$ cat src/rtl/pt_dec_if.sv
// pt_dec_if: bundles the OOK input line and the decoded word outputs of pt_dec.
// The master side drives din and observes data/valid/error; the slave side is the decoder.
interface pt_dec_if;
    logic        din;
    logic [23:0] data;
    logic        valid;
    logic        error;

    modport master (
        output din,
        input  data,
        input  valid,
        input  error
    );

    modport slave (
        input  din,
        output data,
        output valid,
        output error
    );
endinterface

$ cat src/rtl/pt_dec.sv
// pt_dec: PT2262-style OOK receiver. Oversamples din, measures high/low segment
// widths, classifies pulses as 0 (short-high/long-low) or 1 (long-high/short-low)
// and assembles 24 pulses plus a sync gap into a 24-bit word, MSB first.
// Optional feature macro: PT_DEC_CONFIRM_EN -- report a frame only when it repeats
// the previously accepted frame (double-receive qualification).
// ALPHA_CYCLES is the number of clk cycles per encoder oscillator period; it must be >= 2.
module pt_dec #(
    parameter int ALPHA_CYCLES = 4
) (
    input  logic    clk,
    input  logic    rst,
    pt_dec_if.slave bus
);

    localparam int A  = ALPHA_CYCLES;
    localparam int CW = $clog2(64 * A + 2);

    localparam logic [CW-1:0] SHORT_MIN  = CW'(2 * A);
    localparam logic [CW-1:0] SHORT_MAX  = CW'(6 * A);
    localparam logic [CW-1:0] LONG_MIN   = CW'(8 * A);
    localparam logic [CW-1:0] LONG_MAX   = CW'(16 * A);
    localparam logic [CW-1:0] HIGH_LIMIT = CW'(17 * A);
    localparam logic [CW-1:0] GAP_LEN    = CW'(64 * A);
    localparam logic [CW-1:0] CNT_SAT    = CW'(64 * A + 1);
    localparam logic [CW-1:0] CNT_ONE    = CW'(1);
    localparam logic [4:0]    FULL_BITS  = 5'd24;

    typedef enum logic [0:0] {
        HUNT  = 1'b0,
        FRAME = 1'b1
    } state_t;

    state_t state_reg;
    state_t state_next;

    // ------------------------------------------------------------------
    // Input synchronizer: two flops, chained through sync_chain.
    // ------------------------------------------------------------------
    logic [2:0] sync_chain;
    assign sync_chain[0] = bus.din;

    generate
        for (genvar gi = 0; gi < 2; gi++) begin : g_sync
            logic stage_reg;
            // One synchronizer stage, cleared by reset.
            always_ff @(posedge clk) begin
                if (!rst) begin
                    stage_reg <= 1'b0;
                end else begin
                    stage_reg <= sync_chain[gi];
                end
            end
            assign sync_chain[gi+1] = stage_reg;
        end
    endgenerate

    logic din_s;
    logic din_d_reg;
    assign din_s = sync_chain[2];

    // Delayed copy of the synchronized line for edge detection.
    always_ff @(posedge clk) begin
        if (!rst) begin
            din_d_reg <= 1'b0;
        end else begin
            din_d_reg <= din_s;
        end
    end

    logic rise;
    assign rise = din_s & ~din_d_reg;

    // ------------------------------------------------------------------
    // Segment width counters. hcnt holds the last high width through the
    // following low, so both widths of a pulse are present at its ending
    // rising edge.
    // ------------------------------------------------------------------
    logic [CW-1:0] hcnt_reg;
    logic [CW-1:0] lcnt_reg;

    // Saturating high/low counters, restarted at 1 on the opening edge.
    always_ff @(posedge clk) begin
        if (!rst) begin
            hcnt_reg <= '0;
            lcnt_reg <= '0;
        end else if (din_s) begin
            if (!din_d_reg) begin
                hcnt_reg <= CNT_ONE;
            end else if (hcnt_reg != CNT_SAT) begin
                hcnt_reg <= hcnt_reg + CNT_ONE;
            end
        end else begin
            if (din_d_reg) begin
                lcnt_reg <= CNT_ONE;
            end else if (lcnt_reg != CNT_SAT) begin
                lcnt_reg <= lcnt_reg + CNT_ONE;
            end
        end
    end

    // ------------------------------------------------------------------
    // Segment classification
    // ------------------------------------------------------------------
    logic h_short, h_long, l_short, l_long, l_mid;
    logic bit_ok, bit_val;
    logic gap, high_over, rise_data;
    logic [4:0] bitcnt_reg;
    logic fault;

    assign h_short   = (hcnt_reg >= SHORT_MIN) && (hcnt_reg <= SHORT_MAX);
    assign h_long    = (hcnt_reg >= LONG_MIN)  && (hcnt_reg <= LONG_MAX);
    assign l_short   = (lcnt_reg >= SHORT_MIN) && (lcnt_reg <= SHORT_MAX);
    assign l_long    = (lcnt_reg >= LONG_MIN)  && (lcnt_reg <= LONG_MAX);
    assign l_mid     = (lcnt_reg > LONG_MAX)   && (lcnt_reg < GAP_LEN);
    assign bit_ok    = (h_short && l_long) || (h_long && l_short);
    assign bit_val   = h_long;

    // lcnt only sits at exactly GAP_LEN for one low-sampled cycle because it
    // saturates one above, so the gap fires once per low segment.
    assign gap       = !din_d_reg && (lcnt_reg == GAP_LEN);
    // Same trick for the over-long high: fires once, while the high is counted.
    assign high_over = din_d_reg && (hcnt_reg == HIGH_LIMIT);
    // A rising edge that ends an ordinary (non-gap) low closes a pulse.
    assign rise_data = rise && (lcnt_reg < GAP_LEN);

    // Conditions that abandon the current frame and drop back to HUNT.
    assign fault = (state_reg == FRAME) && !gap &&
                   (high_over ||
                    (rise_data && (l_mid ||
                                   ((bitcnt_reg == FULL_BITS) ? !h_short : !bit_ok))));

    // ------------------------------------------------------------------
    // FSM
    // ------------------------------------------------------------------
    // State register.
    always_ff @(posedge clk) begin
        if (!rst) begin
            state_reg <= HUNT;
        end else begin
            state_reg <= state_next;
        end
    end

    // Next-state logic: a sync gap opens a frame, a fault abandons it.
    always_comb begin
        state_next = state_reg;
        case (state_reg)
            HUNT:    if (gap)   state_next = FRAME;
            FRAME:   if (fault) state_next = HUNT;
            default: state_next = HUNT;
        endcase
    end

    logic shift_en, bitcnt_clr, accept_en, error_next;

    // Output/event logic for the datapath and the registered strobes.
    always_comb begin
        shift_en   = 1'b0;
        bitcnt_clr = 1'b0;
        accept_en  = 1'b0;
        error_next = 1'b0;
        case (state_reg)
            HUNT: begin
                bitcnt_clr = gap;
            end
            FRAME: begin
                if (gap) begin
                    bitcnt_clr = 1'b1;
                    accept_en  = (bitcnt_reg == FULL_BITS);
                    error_next = (bitcnt_reg != 5'd0) && (bitcnt_reg != FULL_BITS);
                end else if (fault) begin
                    error_next = 1'b1;
                end else if (rise_data && (bitcnt_reg != FULL_BITS)) begin
                    shift_en = 1'b1;
                end
            end
            default: ;
        endcase
    end

    // ------------------------------------------------------------------
    // Datapath
    // ------------------------------------------------------------------
    logic [23:0] shreg_reg;
    logic        error_reg;

    // Bit counter, shift register and the error strobe.
    always_ff @(posedge clk) begin
        if (!rst) begin
            bitcnt_reg <= 5'd0;
            shreg_reg  <= '0;
            error_reg  <= 1'b0;
        end else begin
            if (bitcnt_clr) begin
                bitcnt_reg <= 5'd0;
            end else if (shift_en) begin
                bitcnt_reg <= bitcnt_reg + 5'd1;
            end
            if (shift_en) begin
                shreg_reg <= {shreg_reg[22:0], bit_val};
            end
            error_reg <= error_next;
        end
    end

    logic [23:0] data_reg;
    logic        valid_reg;

`ifdef PT_DEC_CONFIRM_EN
    logic [23:0] cmp_reg;
    logic        cmp_loaded_reg;

    // Accept only a frame that repeats the previous one; errors forget it.
    always_ff @(posedge clk) begin
        if (!rst) begin
            data_reg       <= '0;
            valid_reg      <= 1'b0;
            cmp_reg        <= '0;
            cmp_loaded_reg <= 1'b0;
        end else begin
            valid_reg <= 1'b0;
            if (accept_en) begin
                if (cmp_loaded_reg && (cmp_reg == shreg_reg)) begin
                    data_reg  <= shreg_reg;
                    valid_reg <= 1'b1;
                end else begin
                    cmp_reg        <= shreg_reg;
                    cmp_loaded_reg <= 1'b1;
                end
            end else if (error_next) begin
                cmp_loaded_reg <= 1'b0;
            end
        end
    end
`else
    // Every complete frame is published at once.
    always_ff @(posedge clk) begin
        if (!rst) begin
            data_reg  <= '0;
            valid_reg <= 1'b0;
        end else begin
            valid_reg <= accept_en;
            if (accept_en) begin
                data_reg <= shreg_reg;
            end
        end
    end
`endif

    assign bus.data  = data_reg;
    assign bus.valid = valid_reg;
    assign bus.error = error_reg;

endmodule
$ cat src/flat_wrapper.sv
// flat-port wrapper written by rule: the top's interface ports become plain ports
module pt_dec_flat 
#(
    parameter int ALPHA_CYCLES = 4
)
  (clk, rst, bus_din, bus_data, bus_valid, bus_error);
  pt_dec_if bus_i ();
  input  logic clk;
  input  logic rst;
  input wire logic [$bits(bus_i.din)-1:0] bus_din;
  output wire logic [$bits(bus_i.data)-1:0] bus_data;
  output wire logic [$bits(bus_i.valid)-1:0] bus_valid;
  output wire logic [$bits(bus_i.error)-1:0] bus_error;
  assign bus_i.din = bus_din;
  assign bus_data = bus_i.data;
  assign bus_valid = bus_i.valid;
  assign bus_error = bus_i.error;
  pt_dec #(.ALPHA_CYCLES(ALPHA_CYCLES)) u_core (.clk(clk), .rst(rst), .bus(bus_i));
endmodule
$ cat config.mk
export PLATFORM = sky130hd
export DESIGN_NAME = pt_dec_flat
export DESIGN_NICKNAME = d
export VERILOG_FILES = /design/src/rtl/pt_dec_if.sv /design/src/rtl/pt_dec.sv /design/src/flat_wrapper.sv
export SDC_FILE = /design/constraint.sdc
export NUM_CORES = 1
export LEC_CHECK = 0
export ABC_AREA = 1
export CAP_MARGIN = 20
export CORE_ASPECT_RATIO = 0.7
export CORE_MARGIN = 8
export CORE_UTILIZATION = 45
export CTS_CLUSTER_DIAMETER = 150
export DETAILED_ROUTE_END_ITERATION = 7
export GPL_ROUTABILITY_DRIVEN = 0
export GPL_TIMING_DRIVEN = 0
export HOLD_SLACK_MARGIN = 0.02
export PLACE_DENSITY = 0.71
export SYNTH_ARGS = -nofsm -noshare
export SYNTH_HDL_FRONTEND = slang
export SYNTH_SLANG_ARGS = --single-unit
$ cat constraint.sdc
create_clock -name clk -period 3.4 [get_ports clk]
set_clock_uncertainty 0.2 [all_clocks]
set_input_delay 0.68 -clock clk [delete_from_list [all_inputs] [get_ports clk]]
set_output_delay 0.68 -clock clk [all_outputs]
set_load 0.1 [all_outputs]
# Word-level counts from Yosys, hierarchy flattened
# Cells that the tools add are included.
# totals
register_bits,77
latch_bits,0
mem_bits_rw,0
rom_bits,0
inputBits,3
elab_cells,81
memories,0
# classes
add_sub_neg,3
multipliers,0
div,0
order_cmp,10
n_eq_ne,7
shift,0
n_mux,17
n_bitwise,5
reduce_logical,28
# op_table
cell,count
2-to-1 mux 9 bit,4
adder 9 x 1 -> 9 bit (second input constant),2
>= comparator 9 x 4 -> 1 bit (second input constant),2
>= comparator 9 x 6 -> 1 bit (second input constant),2
<= comparator 9 x 5 -> 1 bit (second input constant),2
<= comparator 9 x 7 -> 1 bit (second input constant),2
!= test 9 bit (second input constant),2
logical AND 1 bit,15
2-to-1 mux 1 bit,11
== test 9 x 7 -> 1 bit (second input constant),1
== test 9 bit (second input constant),1
greater-than comparator 9 x 7 -> 1 bit (second input constant),1
< comparator 9 bit (second input constant),1
AND reduction 2 bit,3
adder 5 x 1 -> 5 bit (second input constant),1
== test 5 bit (second input constant),1
!= test 5 bit (second input constant),1
nonzero test 5 bit,1
zero test 1 bit,4
NOT 1 bit,4
one-hot mux 1 bit (2 select lines),2
logical OR 1 bit,3
!= test 2 bit (second input constant),1
nonzero test 2 bit,1
other kinds (2),2

# Longest topological paths before layout
# Gate-level depths: netlist of run 1.
# logic_depth
depth_word,13
ltp_mapped,14
ltp_nobuf,13

# Worst setup path before layout of run 1
# No wires, ideal clock.
# synth_timing
path_kind,reg2reg
start,register u_core.bitcnt_reg[0]
end,register u_core.bitcnt_reg[0]
setup_ns,0.119
arrival_time_ns,1.625
t_required_ns,3.081
path_slack_ns,1.456
stages_incl_launch_ff,14
period_less_slack_ns,1.944
path_cell_list,dfxtp_1 > inv_1 > ha_1 > nand2_1 > nor2_1 > inv_2 > nand2_1 > nand2_1 > nand2_1 > o21ai_2 > nand3_4 > buf_6 > o21ai_1 > a21oi_1
# synth_between
elab_chain_len,9
# synth_rtl
item,line,source
from (decl),pt_dec.sv:107,logic [4:0] bitcnt_reg;
from (signal assigned),pt_dec.sv:197,bitcnt_reg <= bitcnt_reg + 5'd1;
== test 5 bit,pt_dec.sv:130,((bitcnt_reg == FULL_BITS) ? !h_short : !bit_ok))));
2-to-1 mux 1 bit,pt_dec.sv:130,
logical OR 1 bit,pt_dec.sv:129,(rise_data && (l_mid ||
logical AND 1 bit,pt_dec.sv:129,
logical OR 1 bit,pt_dec.sv:128,(high_over ||
logical AND 1 bit,pt_dec.sv:127,assign fault = (state_reg == FRAME) && !gap &&
2-to-1 mux 1 bit,pt_dec.sv:171,end else if (fault) begin
2-to-1 mux 1 bit,pt_dec.sv:167,if (gap) begin
2-to-1 mux 1 bit,pt_dec.sv:162,case (state_reg)
# Parallel ways exist; a longest one is shown, timed or not.
# A chain may end at the register's enable or synchronous reset.

# Worst setup path after layout of run 1
# layout_timing
start,register u_core.data_reg[12] (netlist: u_core.bus.data[12])
end,output port bus_data[12]
# layout_lines
item,line,source
from (decl),pt_dec.sv:206,logic [23:0] data_reg;
from (signal assigned),pt_dec.sv:244,data_reg <= shreg_reg;
to (decl),flat_wrapper.sv:11,output wire logic [$bits(bus_i.data)-1:0] bus_data;
# No word-level cell between the ends.

==> summary.md, run 1 <==
| Metric | Value |
|---|---|
| ANT cells | `0` |
| Root Driver | `clkbuf_8` |
| Unrepaired setup endpoints after global routing | `false` |
| Clock power frac | `0.417` |
| FF-to-FF End | `u_core.shreg_reg[22]$_SDFFE_PN0P_` |
| Final WL | `7570 microns` |
| WS Path Type | `flip-flop to primary output` |
| Largest stage delay, worst path | `1140 ps` |
| Share of the yosys chip area belonging to registers | `0.445` |
| Main synth FF type | `dfxtp_1` |
| First drt pass iteration count | `4` |
| Yosys warns | `0` |
| Worst path required time | `2520 ps` |
| Slew Limit Fails | `0` |
| Post-Syn Area | `3460 sq um` |
| P_leak | `1.56 nW` |
| # hold bufs at CTS | `0` |
| Grt total ovfl | `0` |
| Final Cycle Share | `0.805` |
| CTS tree | `yes` |
| Synth top area share | `0.445` |
| CP Cell Sequence | `clkdlybuf4s50_1` |
| Reg clk slew, reported paths | `80 ps` |
| Crit. End Element | `primary output` |
| Flop2flop setup slack | `1180 ps` |
| Most common library cells after synthesis | `77 x dfxtp_1, 64 x inv_1, 52 x a21oi_1` |
| Logic pwr share | `0.041` |
| Starting DRT DRC Count | `183` |
| Switch Pwr | `0.375 mW` |
| CP arrival | `1860 ps` |
| Final #Nets | `~500` |
| Vias in the first global route | `2,779` |
| Setup TNS | `0 ps` |
| Share of cells above drive strength 1 | `0.131` |
| Post-CTS setup buffers | `0` |
| Synth cell types | `32` |
| Pre-CTS WS | `approximately 940 ps` |
| CP startpoint kind | `flip-flop` |
| Post-CTS sizing | `0` |
| Synth Register Bits | `slightly below 80` |
| Cell Rows | `26` |
| Pwr Density | `414 nW/um^2` |
| Slew HR | `0.345` |
| Fmax | `365 MHz` |
| I/O pin cnt | `29` |
| Gate Count Post-Synth | `437` |
| Final setup violation count | `0` |
| GRT Total Usage | `0.147` |
| Most common cell in the netlist | `dfxtp_1` |
| Port bufs | `28` |
| Total power draw | `about 1.7 mW` |
| Worst path depth | `1` |
| MaxCap Viol Count | `0` |
| Syn Nets | `448` |
| Initial Util | `0.469` |
| Routed len/inst | `13.1 microns` |
| R2r worst-path depth | `13` |
| Ys async rst share | `0` |
| CTS max path bufs | `2` |
| WP buf/inv | `1` |
| Critical R2R Launch | `u_core.bitcnt_reg[0]$_SDFFE_PP0P_` |
| Internal power | `between 1 and 1.5 mW` |
| Vias per cell | `5.14` |
| H-Tree Depth | `3` |
| Fillers | `669` |
| Syn avg cell area | `7.93 sq um` |
| Worst Setup Slack, final | `662 ps` |
| Synth area leaders | `dfxtp_1 45%, a21oi_1 7.5%, inv_1 6.9%` |
| Sw frac | `0.222` |
| Sequential power share | `0.542` |
| Pin count of the biggest net entering global routing | `13` |
| Worst-Skew Late Latency | `350 ps` |
| First-pass GRT wire length | `12,800 microns` |
| Critical path origin | `u_core.bus.data[12]$_SDFFE_PN0P_` |
| Antenna-violating nets left | `0` |
| WHS Endpoint | `u_core.din_s$_SDFF_PN0_` |
| Synth area leader | `dfxtp_1` |
| Worst vdd ir | `0.180 mV` |
| Placed wire-length estimate | `approximately 5500 microns` |
| Min-delay src | `u_core.g_sync[0].stage_reg$_SDFF_PN0_` |
| Post-synth EDFFs | `0` |
| Final Critical Period | `2740 ps` |
| Final Hold Viols | `0` |
| Antenna violations before repair | `0` |
| Crit-path leading delay family | `buffers and inverters` |
| Slew @ Worst Pin | `979 ps` |
| Synthesis-to-layout area growth | `17.5%` |
| Worst min path class | `flip-flop to flip-flop` |
| Clock Sinks | `77` |
| Die Ht | `between 80 and 90 microns` |
| Die Wd | `121 microns` |
| DRC violations left | `0` |
| Total CTS buffers | `9` |
| Worst hold stages | `2` |
| Top fanout value on the critical path | `2` |
| Status | `complete, no violations` |
| Core area | `7380 sq um` |
| Die area | `10,800 sq um` |
| Vias | `2,976` |
| Slowest-stage cell, CP | `clkdlybuf4s50_1` |
## power by group through the flow
stage          sequential (mW)  clock, mW  combinational (mW)
6_report                 0.913      0.703              0.0693
5_1_grt                  0.914      0.763              0.0778
4_1_cts                  0.913      0.721              0.0689
3_5_place_dp             0.934          0              0.0682
3_3_place_gp             0.934          0              0.0666
2_1_floorplan            0.933          0              0.0516
## layout by cell type, fill, tap and decap left out
cell type        Yosys  routed
nand4_2              1       1
o21ai_2              2       2
buf_4                1       1
nand3_1             10      10
nor2_4               1       1
buf_12               1       1
dfxtp_1             77      77
o21ai_1             46      46
clkbuf_1             5       7
bufinv_16            0       1
nor3_4               3       3
nand3_2              1       1
clkbuf_8             0      11
inv_1               64      64
nor4_1               1       1
a21oi_2             14      14
o211ai_1             2       2
nor2_2               3       3
buf_2                1       1
buf_6               10      10
nor3b_1              1       1
inv_2                6       6
a211oi_1             3       3
o21ai_0             13      13
clkdlybuf4s50_1      0      28
nor3_1              11      11
nand3_4              1       1
nor2_1              32      32
a21oi_1             52      52
nand2_1             49      49
nand4_1              9       9
xor2_1               3       3
clkinv_2             0       1
a31oi_1              2       2
clkinv_4             0       1
nand2_2              4       4
ha_1                 8       8
## per-stage QoR
step | cells | hold slack, ps | utilization | cell area, sq um
finish | 579 | 207 | 0.551 | 4070
detailed placement | 563 | 202 | 0.524 | 3870
floorplan | 437 | 190 | - | 3460
global placement | 563 | 203 | 0.524 | 3870
CTS | 579 | 211 | 0.551 | 4070
global route | 579 | 230 | 0.551 | 4070
## per-layer routing
layer,wire length (microns),vias to the layer above,track usage,part of all wire
li1,-,1516,-,-
met1,3790,1381,0.197,0.50
met2,3270,71,0.215,0.43
met3,423,8,0.0479,0.056
met4,90,0,0.0553,0.012
met5,0,-,0,0
## worst max-delay path by stage
stage,end,slack [ps]
5_1_grt,bus_data[0],590
3_3_place_gp,u_core.shreg_reg[22]$_SDFFE_PN0P_,960
6_report,bus_data[12],660
4_1_cts,bus_data[12],640
3_5_place_dp,u_core.bus.data[7]$_SDFFE_PN0P_,940
2_1_floorplan,u_core.bitcnt_reg[0]$_SDFFE_PP0P_,1460
## kinds of logic after synthesis
kind of cell,Yosys count,synth area share
flops,77,0.445
buf+inv,88,0.123
simple gates,127,0.180
fa+ha+maj,8,0.0289
compound gates,134,0.215
xor+xnor,3,0.00759
## cell type report
class / instances / area, sq um / area share
Buffer: 18 / 164 / 0.0403
Clock buffer: 13 / 159 / 0.0391
Clock inverter: 3 / 43.8 / 0.0108
Inverter: 70 / 263 / 0.0646
Multi-Input combinational cell: 272 / 1500 / 0.367
Sequential cell: 77 / 1540 / 0.379
Tap cell: 98 / 123 / 0.0301
Timing Repair Buffer: 28 / 280 / 0.0689
No activity file was read; power rests on OpenSTA's default activity.
==> run 2: changes to the inputs <==
clock period = 2.6 ns   (was 3.4 ns; I/O delays follow)
==> summary.md, run 2 (synthesized netlist as in run 1, its figures left out) <==
| Metric | Value |
|---|---|
| Switch Pwr | `0.490 mW (was 0.375 mW)` |
| Final Hold Viols | `0 (unchanged)` |
| Total CTS buffers | `9 (unchanged)` |
| Unrepaired setup endpoints after global routing | `false (unchanged)` |
| Reg clk slew, reported paths | `80 ps (about the same)` |
| Port bufs | `28 (unchanged)` |
| Antenna violations before repair | `0 (unchanged)` |
| Clock power frac | `0.417 (about the same)` |
| Largest stage delay, worst path | `1140 ps (about the same)` |
| Crit-path leading delay family | `buffers and inverters (unchanged)` |
| DRC violations left | `0 (unchanged)` |
| CP Cell Sequence | `clkdlybuf4s50_1 (unchanged)` |
| First-pass GRT wire length | `12,800 microns (unchanged)` |
| Antenna-violating nets left | `0 (unchanged)` |
| Min-delay src | `u_core.g_sync[0].stage_reg$_SDFF_PN0_ (unchanged)` |
| Vias per cell | `5.15 (was 5.14)` |
| Final WL | `7580 microns (was 7570 microns)` |
| R2r worst-path depth | `13 (unchanged)` |
| I/O pin cnt | `29 (unchanged)` |
| Flop2flop setup slack | `380 ps (was 1180 ps)` |
| Final Cycle Share | `0.978` |
| Routed len/inst | `13.1 microns (about the same)` |
| Vias in the first global route | `2,779 (unchanged)` |
| CP startpoint kind | `flip-flop (unchanged)` |
| Cell Rows | `26 (unchanged)` |
| Slew HR | `0.337 (was 0.345)` |
| Pwr Density | `536 nW/um^2 (was 414 nW/um^2)` |
| Worst min path class | `flip-flop to flip-flop (unchanged)` |
| Worst-Skew Late Latency | `350 ps (about the same)` |
| H-Tree Depth | `3 (unchanged)` |
| Share of cells above drive strength 1 | `0.131 (unchanged)` |
| Crit. End Element | `primary output (unchanged)` |
| Slew @ Worst Pin | `993 ps (was 979 ps)` |
| Die area | `10,800 sq um (unchanged)` |
| Worst vdd ir | `0.236 mV (was 0.180 mV)` |
| CTS tree | `yes (unchanged)` |
| Grt total ovfl | `0 (unchanged)` |
| First drt pass iteration count | `4 (unchanged)` |
| Placed wire-length estimate | `5490 microns (unchanged)` |
| MaxCap Viol Count | `0 (unchanged)` |
| ANT cells | `0 (unchanged)` |
| Slowest-stage cell, CP | `clkdlybuf4s50_1 (unchanged)` |
| Pin count of the biggest net entering global routing | `13 (unchanged)` |
| WS Path Type | `flip-flop to primary output (unchanged)` |
| GRT Total Usage | `0.147 (unchanged)` |
| Setup TNS | `0 ps (unchanged)` |
| Sw frac | `0.222 (about the same)` |
| Status | `complete, no violations (unchanged)` |
| Die Wd | `121 microns (unchanged)` |
| Logic pwr share | `0.041 (about the same)` |
| Starting DRT DRC Count | `174 (was 183)` |
| WHS Endpoint | `u_core.din_s$_SDFF_PN0_ (unchanged)` |
| Commonest non-fill, non-tap cell in the layout | `dfxtp_1 (unchanged)` |
| Top fanout value on the critical path | `2 (unchanged)` |
| Internal power | `1.71 mW (was 1.31 mW)` |
| Final Core Density | `0.556 (was 0.551)` |
| Core area | `7380 sq um (unchanged)` |
| Clock Sinks | `77 (unchanged)` |
| Sequential power share | `0.542 (about the same)` |
| Slew Limit Fails | `0 (unchanged)` |
| Final #Nets | `487 (unchanged)` |
| Vias | `2,983 (was 2,976)` |
| Post-CTS setup buffers | `0 (unchanged)` |
| Worst path required time | `1880 ps (was 2520 ps)` |
| Die Ht | `89.4 microns (unchanged)` |
| CP arrival | `1820 ps (was 1860 ps)` |
| Synthesis-to-layout area growth | `18.6% (was 17.5%)` |
| Root Driver | `clkbuf_8 (unchanged)` |
| P_leak | `1.86 nW (was 1.56 nW)` |
| Worst hold stages | `2 (unchanged)` |
| FF-to-FF End | `u_core.shreg_reg[22]$_SDFFE_PN0P_ (unchanged)` |
| Fmax | `393 MHz` |
| Final Critical Period | `2540 ps` |
| Most frequent cells in the layout | `77 x dfxtp_1, 64 x inv_1, 52 x a21oi_1, 49 x nand2_1, 46 x o21ai_1 (unchanged)` |
| CTS max path bufs | `2 (unchanged)` |
| Initial Util | `0.469 (unchanged)` |
| Critical R2R Launch | `u_core.bitcnt_reg[0]$_SDFFE_PP0P_ (unchanged)` |
| WP buf/inv | `1 (unchanged)` |
| Final setup violation count | `0 (unchanged)` |
run 2: repair_timing:
action / in CTS / in global routing
endpoints found under the setup margin: 0 / 16
resized for setup: 0 / 16
hold buffers: 0 / 0
run 2: power by group through the flow:
| stage | clock (mW) | combinational (mW) | sequential [mW] |
|---|---|---|---|
| final | 0.919 | 0.0906 | 1.19 |
| after global routing | 0.998 | 0.102 | 1.20 |
| after CTS | 0.942 | 0.0902 | 1.19 |
| after detailed placement | 0 | 0.0891 | 1.22 |
| after global placement | 0 | 0.0871 | 1.22 |
| after floorplan | 0 | 0.0675 | 1.22 |
run 2: how the worst max path moves through the flow:
stage	end	from	cells after the start	slack [ps]
3_3_place_gp	u_core.shreg_reg[22]$_SDFFE_PN0P_	rst	5	320
2_1_floorplan	u_core.bitcnt_reg[0]$_SDFFE_PP0P_	u_core.bitcnt_reg[0]$_SDFFE_PP0P_	13	660
5_1_grt	bus_data[2]	u_core.bus.data[2]$_SDFFE_PN0P_	1	0.7
6_report	bus_data[2]	u_core.bus.data[2]$_SDFFE_PN0P_	1	60
4_1_cts	bus_data[12]	u_core.bus.data[12]$_SDFFE_PN0P_	1	0.9
3_5_place_dp	u_core.bus.data[7]$_SDFFE_PN0P_	rst	5	300
run 2: area by class of cell:
class,count,area [sq um]
fillers,661,3280
flip-flops and latches,77,1540
multi-input cells,272,1500
repair buffers,28,320
inverters,70,263
plain buffers,18,164
clock buffers,13,159
well taps,98,123
clock inverters,3,43.8
run 2: routing by layer:
metal | share of wire | GRT usage | wire length (microns)
met1 | 0.50 | 0.197 | 3760
met2 | 0.43 | 0.215 | 3300
met3 | 0.056 | 0.0479 | 427
met4 | 0.013 | 0.0553 | 100
met5 | 0 | 0 | 0
run 2: worst reg2reg max path: cells and delay by family, from the launching register on:
| family | cells | cell delay (ps) |
|---|---|---|
| AND/OR/NAND/NOR | 6 | 500 |
| AO/OA/AOI/OAI | 3 | 480 |
| buffers and inverters | 3 | 370 |
| flip-flops | 1 | 340 |
| adder cells (fa/ha/maj) | 1 | 230 |
run 2: per-stage QoR:
step / instance area, sq um / hold WS [ps] / setup WS (ps) / total power, mW / cells
after global placement: 3870 / 203 / 317 / 1.31 / 563
after CTS: 4070 / 211 / 0.920 / 2.23 / 579
after detailed placement: 3870 / 202 / 298 / 1.31 / 563
after global routing: 4110 / 230 / 0.711 / 2.29 / 579
final: 4110 / 208 / 57.2 / 2.20 / 579
after floorplan: 3460 / 190 / 656 / 1.29 / 437
